==> src/rtl/shift_sequencer.sv <==
// Load-and-shift sequencer for a 74194-style register: LOAD, N shift steps, CAPTURE; DONE lands N+3 cycles after START.
// No backpressure: START is ignored while BUSY, and a START in the DONE cycle begins the next operation at once.
module shift_sequencer (
    input  logic       i_clk,
    input  logic       i_rst,
    input  logic       i_start,
    input  logic [3:0] i_din,
    input  logic       i_dir,
    input  logic [2:0] i_count,
    input  logic [3:0] i_q,
    output logic [1:0] o_s,
    output logic [3:0] o_d,
    output logic       o_oe,
    output logic       o_busy,
    output logic       o_done,
    output logic [3:0] o_result
);

    typedef enum logic [1:0] {
        ST_IDLE    = 2'd0,
        ST_LOAD    = 2'd1,
        ST_SHIFT   = 2'd2,
        ST_CAPTURE = 2'd3
    } state_t;

    localparam logic [1:0] S_HOLD  = 2'b00;
    localparam logic [1:0] S_RIGHT = 2'b01;
    localparam logic [1:0] S_LEFT  = 2'b10;
    localparam logic [1:0] S_LOAD  = 2'b11;

    state_t     r_state;
    state_t     w_state_next;
    logic       r_dir;
    logic [2:0] r_count;
    logic [2:0] r_cnt;
    logic       w_accept;
    logic [1:0] w_s_next;
    logic       w_active_next;

    always_comb begin
        w_state_next = r_state;
        w_accept     = 1'b0;
        case (r_state)
            ST_IDLE: begin
                if (i_start) begin
                    w_accept     = 1'b1;
                    w_state_next = ST_LOAD;
                end
            end
            ST_LOAD:    w_state_next = (r_count != 3'd0) ? ST_SHIFT : ST_CAPTURE;
            ST_SHIFT:   w_state_next = (r_cnt == 3'd1) ? ST_CAPTURE : ST_SHIFT;
            ST_CAPTURE: w_state_next = ST_IDLE;
            default:    w_state_next = ST_IDLE;
        endcase
    end

    // Outputs are decoded from the next state so the registered values line up with the state they describe.
    always_comb begin
        w_s_next      = S_HOLD;
        w_active_next = (w_state_next != ST_IDLE);
        case (w_state_next)
            ST_LOAD:  w_s_next = S_LOAD;
            ST_SHIFT: w_s_next = r_dir ? S_LEFT : S_RIGHT;
            default:  w_s_next = S_HOLD;
        endcase
    end

    always_ff @(posedge i_clk) begin
        if (i_rst) begin
            r_state  <= ST_IDLE;
            r_dir    <= 1'b0;
            r_count  <= 3'd0;
            r_cnt    <= 3'd0;
            o_s      <= S_HOLD;
            o_d      <= 4'd0;
            o_oe     <= 1'b0;
            o_busy   <= 1'b0;
            o_done   <= 1'b0;
            o_result <= 4'd0;
        end else begin
            r_state <= w_state_next;
            o_s     <= w_s_next;
            o_oe    <= w_active_next;
            o_busy  <= w_active_next;
            o_done  <= (r_state == ST_CAPTURE);
            if (w_accept) begin
                o_d     <= i_din;
                r_dir   <= i_dir;
                r_count <= i_count;
            end
            if (r_state == ST_LOAD) begin
                r_cnt <= r_count;
            end else if (r_state == ST_SHIFT) begin
                r_cnt <= r_cnt - 3'd1;
            end
            if (r_state == ST_CAPTURE) begin
                o_result <= i_q;
            end
        end
    end

endmodule

==> config.mk <==
export PLATFORM = sky130hd
export DESIGN_NAME = shift_sequencer
export DESIGN_NICKNAME = d
export VERILOG_FILES = /design/src/rtl/shift_sequencer.sv
export SDC_FILE = /design/constraint.sdc
export NUM_CORES = 1
export LEC_CHECK = 0
export ABC_AREA = 1
export CORE_MARGIN = 2
export CORE_UTILIZATION = 49
export DETAILED_ROUTE_END_ITERATION = 6
export GPL_ROUTABILITY_DRIVEN = 0
export PLACE_DENSITY = 0.83
export SLEW_MARGIN = 20
export SYNTH_ARGS = -nofsm -noshare
export SYNTH_HDL_FRONTEND = slang
export SYNTH_SLANG_ARGS = --single-unit
export TNS_END_PERCENT = 10
==> constraint.sdc <==
create_clock -name i_clk -period 4.8 [get_ports i_clk]
set_input_delay 1.44 -clock i_clk [delete_from_list [all_inputs] [get_ports i_clk]]
set_output_delay 1.44 -clock i_clk [all_outputs]
set_load 0.1 [all_outputs]
* Yosys cells after proc, flatten, opt, wreduce, memory -nomap -nowiden
Cells that the tools add are included.
** Word-level totals
- Register bits after elaboration :: 21
- Input bits :: 15
- Output and inout port bits :: 13
- Logic and storage cells :: 30
** Cells by class
- Add/sub/neg operators :: 1
- Equal/unequal tests :: 6
- Muxes and demuxes :: 10
- Reductions and logical operators :: 4
** Operator list (count)
- $pmux W2 S4 :: 1
- $eq A2 B2 Y1 const B :: 3
- $mux W3 :: 2
- $eq A2 B1 Y1 const B :: 2
- $mux W1 :: 4
- $mux W2 :: 2
- $pmux W2 S2 :: 1
- $reduce_bool A2 Y1 :: 2
- $eq A3 B1 Y1 const B :: 1
- $reduce_bool A3 Y1 :: 1
- $sub A3 B1 Y3 const B :: 1
- $logic_not A2 Y1 :: 1

* Depth between registers and ports, before layout
- Word-level depth :: 5
- Mapped depth :: 12
- Gate-level depth less buffers :: 12

* Least setup slack after synthesis
Ideal clock, no wire load.
- Kind :: register to output
- Start point :: register, netlist name o_busy
- End point :: output port o_oe
- Data arrival time :: 1356 ps
- Required time :: 3360 ps
- Setup slack :: 2004 ps
- Cell stages (with the launch flop) :: 2
- Path buffers :: 1
- Cell sequence :: dfxtp_1 > buf_4
** RTL lines
- end: declaration :: RTL line 13 : output logic o_oe,

* Final worst setup path
- Start point :: register o_d[1]
- End point :: output port o_d[1]
** RTL lines
- start: declaration :: RTL line 12 : output logic [3:0] o_d,
- start signal: assignment :: RTL line 87 : o_d <= i_din;
No word-level cell between the ends.

==> load_flow_metrics.sql <==
INSERT INTO impl_metrics (metric_group, metric, value, unit) VALUES
('worst_hold_path', 'worst_hold_launch', 'r_dir$_SDFFE_PP0P_', ''),
('timing', 'setup_tns', '0', 'ns'),
('clocking', 'cts_inserted_buffers', '3', ''),
('timing', 'worstMarginPinSlew', '0.981', 'ns'),
('power', 'cell_internal_power', '403', 'uW'),
('logic_synthesis', 'synthSimpleGateAreaFrac', '20.0', '%'),
('final_layout', 'diodes', '0', ''),
('drt', 'drt.antenna.violating_nets', '0', ''),
('critical_path', 'timing.reg2reg.worst_path_depth', '12', ''),
('critical_path', 'cp_required', '3.36', 'ns'),
('floorplanning', 'coreArea', '1760', 'um2'),
('logic_synthesis', 'synth.area.mux_share', '0', '%'),
('power', 'total_switching_power', '459', 'uW'),
('clocking', 'postCtsHoldBufs', '0', ''),
('drt', 'routed-via-count', '795', ''),
('power', 'power.density_cell_area', '690', 'nW/um2'),
('global_route', 'globalRouteOverflowTotal', '0', ''),
('power', 'share_clk_of_total_power', '10.1', '%'),
('logic_synthesis', 'synth.distinct_cells', '16', ''),
('run', 'max_cap_viol_count', '0', ''),
('logic_synthesis', 'synth_top_family_by_area', 'simple AND/OR/NAND/NOR gates', ''),
('power', 'power.leakage', '0.000568', 'uW'),
('floorplanning', 'io_pins', '28', ''),
('worst_hold_path', 'holdPathEnd', 'r_dir$_SDFFE_PP0P_', ''),
('critical_path', 'worst-path-buf-inv', '1', ''),
('critical_path', 'crit_fanout', '2', ''),
('outcome', 'outcome', 'complete, no violations', ''),
('logic_synthesis', 'yosysSeqAreaShare', '44.5', '%'),
('global_route', 'overall_global_routing_resource_usage', '19.2', '%'),
('clocking', 'clkSlewWorstSetupHoldPaths', '0.12', 'ns'),
('timing', 'timing.final.crit_share', '67.5', '%'),
('worst_hold_path', 'hold_path_class', 'reg -> reg', ''),
('critical_path', 'worst-path-stages', '1', ''),
('logic_synthesis', 'synth_area_per_cell', '7.94', 'um2'),
('global_route', 'initial_antenna_violation_count', '0', ''),
('drt', 'route.final.wire_length', '1.77', 'mm'),
('logic_synthesis', 'synthXorXnorAreaFrac', '0', '%'),
('logic_synthesis', 'synthesis.instances', '119', ''),
('final_layout', 'final_layout_size_suffix_gt1_share', '7.48', '%'),
('logic_synthesis', 'synthesis.yosys.warnings', '0', ''),
('drt', 'drt_iter0_markers', '10', ''),
('timing', 'worst_clock_skew', '0.00550', 'ns'),
('drt', 'vias_per_cell', '4.62', ''),
('clocking', 'postCtsResizedCells', '0', ''),
('power', 'p_seq_share', '29.4', '%'),
('critical_path', 'worst_path_max_delay_cell', 'clkdlybuf4s50_1', ''),
('clocking', 'ctsRootBufferMaster', 'clkbuf_4', ''),
('place', 'port-buffer-count', '27', ''),
('drt', 'drc_errors', '0', ''),
('critical_path', 'timing.critical_path.slowest_cell_delay', '1.13', 'ns'),
('floorplanning', 'die_y', '47.9', 'um'),
('global_route', 'grt_pass1_wl', '2.97', 'mm'),
('drt', 'drt_pass1_iterations', '4', ''),
('power', 'report.power.total', '862', 'uW'),
('logic_synthesis', 'synthesis.area', '945', 'um2'),
('floorplanning', 'initial_core_util', '53.5', '%'),
('critical_path', 'timing.critical_path.cells', 'clkdlybuf4s50_1', ''),
('logic_synthesis', 'synth_largest_area_cell', 'dfxtp_1', ''),
('clocking', 'clock_latency_on_the_worst_skew_pair', '0.31', 'ns'),
('critical_path', 'arrival', '1.80', 'ns'),
('floorplanning', 'fp.dieW', '47.9', 'um'),
('logic_synthesis', 'synthesized_area_fraction_occupied_by_adder_cells', '13.2', '%'),
('timing', 'setup_violations', '0', ''),
('logic_synthesis', 'postSynthNetCount', '144', ''),
('power', 'power.share.combinational', '60.5', '%'),
('critical_path', 'worst_setup_path_class', 'reg -> out', ''),
('final_layout', 'syn_to_final_growth', '32.3', '%'),
('critical_path', 'endpoint_kind', 'output port', ''),
('timing', 'slew_headroom', '34.4', '%'),
('logic_synthesis', 'synthDominantCellAreaShare', '44.5', '%'),
('critical_path', 'ff2ff_setup_slack', '3.06', 'ns');
## sequential cells by signal, summed over array words and instances, names as in the netlist
name,flops
o_d,4
o_result,4
r_cnt,3
r_count,3
o_s,2
r_state,2
o_busy,1
o_done,1
r_dir,1
## layout make-up
class,count,area (um2)
Clock buffer,3,22.5
Clock inverter,1,7.51
Fill cell,148,514
Inverter,17,63.8
Multi-Input combinational cell,78,434
Sequential cell,21,420
Tap cell,25,31.3
Timing Repair Buffer,27,270
## synthesized netlist by cell type, drive strengths merged
cell type / number
dfxtp: 21
nor3: 1
ha: 10
buf: 3
o21ai: 18
a21oi: 6
nand2: 11
nand3: 2
inv: 17
nor2: 30
## worst max-delay path by stage
stage                     slack (ns)                startpoint          end
after CTS                       1.54       o_d[3]$_SDFFE_PP0P_       o_d[3]
after global placement          1.92       o_d[1]$_SDFFE_PP0P_       o_d[1]
after global routing            1.50  o_result[0]$_SDFFE_PP0P_  o_result[0]
after detailed placement        1.91       o_d[3]$_SDFFE_PP0P_       o_d[3]
after floorplan                 2.00         o_busy$_SDFF_PP0_         o_oe
final                           1.56       o_d[1]$_SDFFE_PP0P_       o_d[1]
## cells in the final DEF (no fill, tap or decap), drive strengths merged
master / Yosys / final
clkbuf: 0 / 3
dfxtp: 21 / 21
nand3: 2 / 2
nor2: 30 / 30
inv: 17 / 17
o21ai: 18 / 18
ha: 10 / 10
a21oi: 6 / 6
clkdlybuf4s50: 0 / 27
clkinvlp: 0 / 1
nand2: 11 / 11
nor3: 1 / 1
## power groups by stage
stage	Combinational (uW)	Sequential [uW]	Clock [uW]
detailed placement	523	258	0
global route	571	260	96.8
global placement	509	255	0
CTS	524	254	91.6
floorplan	251	422	0
finish	522	253	87.2
## routing by layer
layer	track usage, %	up-vias	wire (um)
met5	0	-	0
met4	9.73	0	38
met3	8.68	5	129
met2	31.5	24	812
met1	20.7	340	785
li1	-	426	-
## metrics by stage
stage,area [um2],hold slack (ns),util (%),instances
after global placement,1220,0.462,69.1,168
after global routing,1250,0.526,70.9,172
after detailed placement,1220,0.481,69.1,168
after floorplan,945,0.444,-,119
final,1250,0.488,70.9,172
after CTS,1250,0.499,70.9,172
## logic make-up (layout without fill, tap and decap cells)
group | Yosys count | in the layout
AOI/OAI and AO/OA | 24 | 24
buffers and inverters | 20 | 48
DFF | 21 | 21
adders and majority gates | 10 | 10
and+or+nand+nor | 44 | 44
Power figures use the tool's default switching activity.
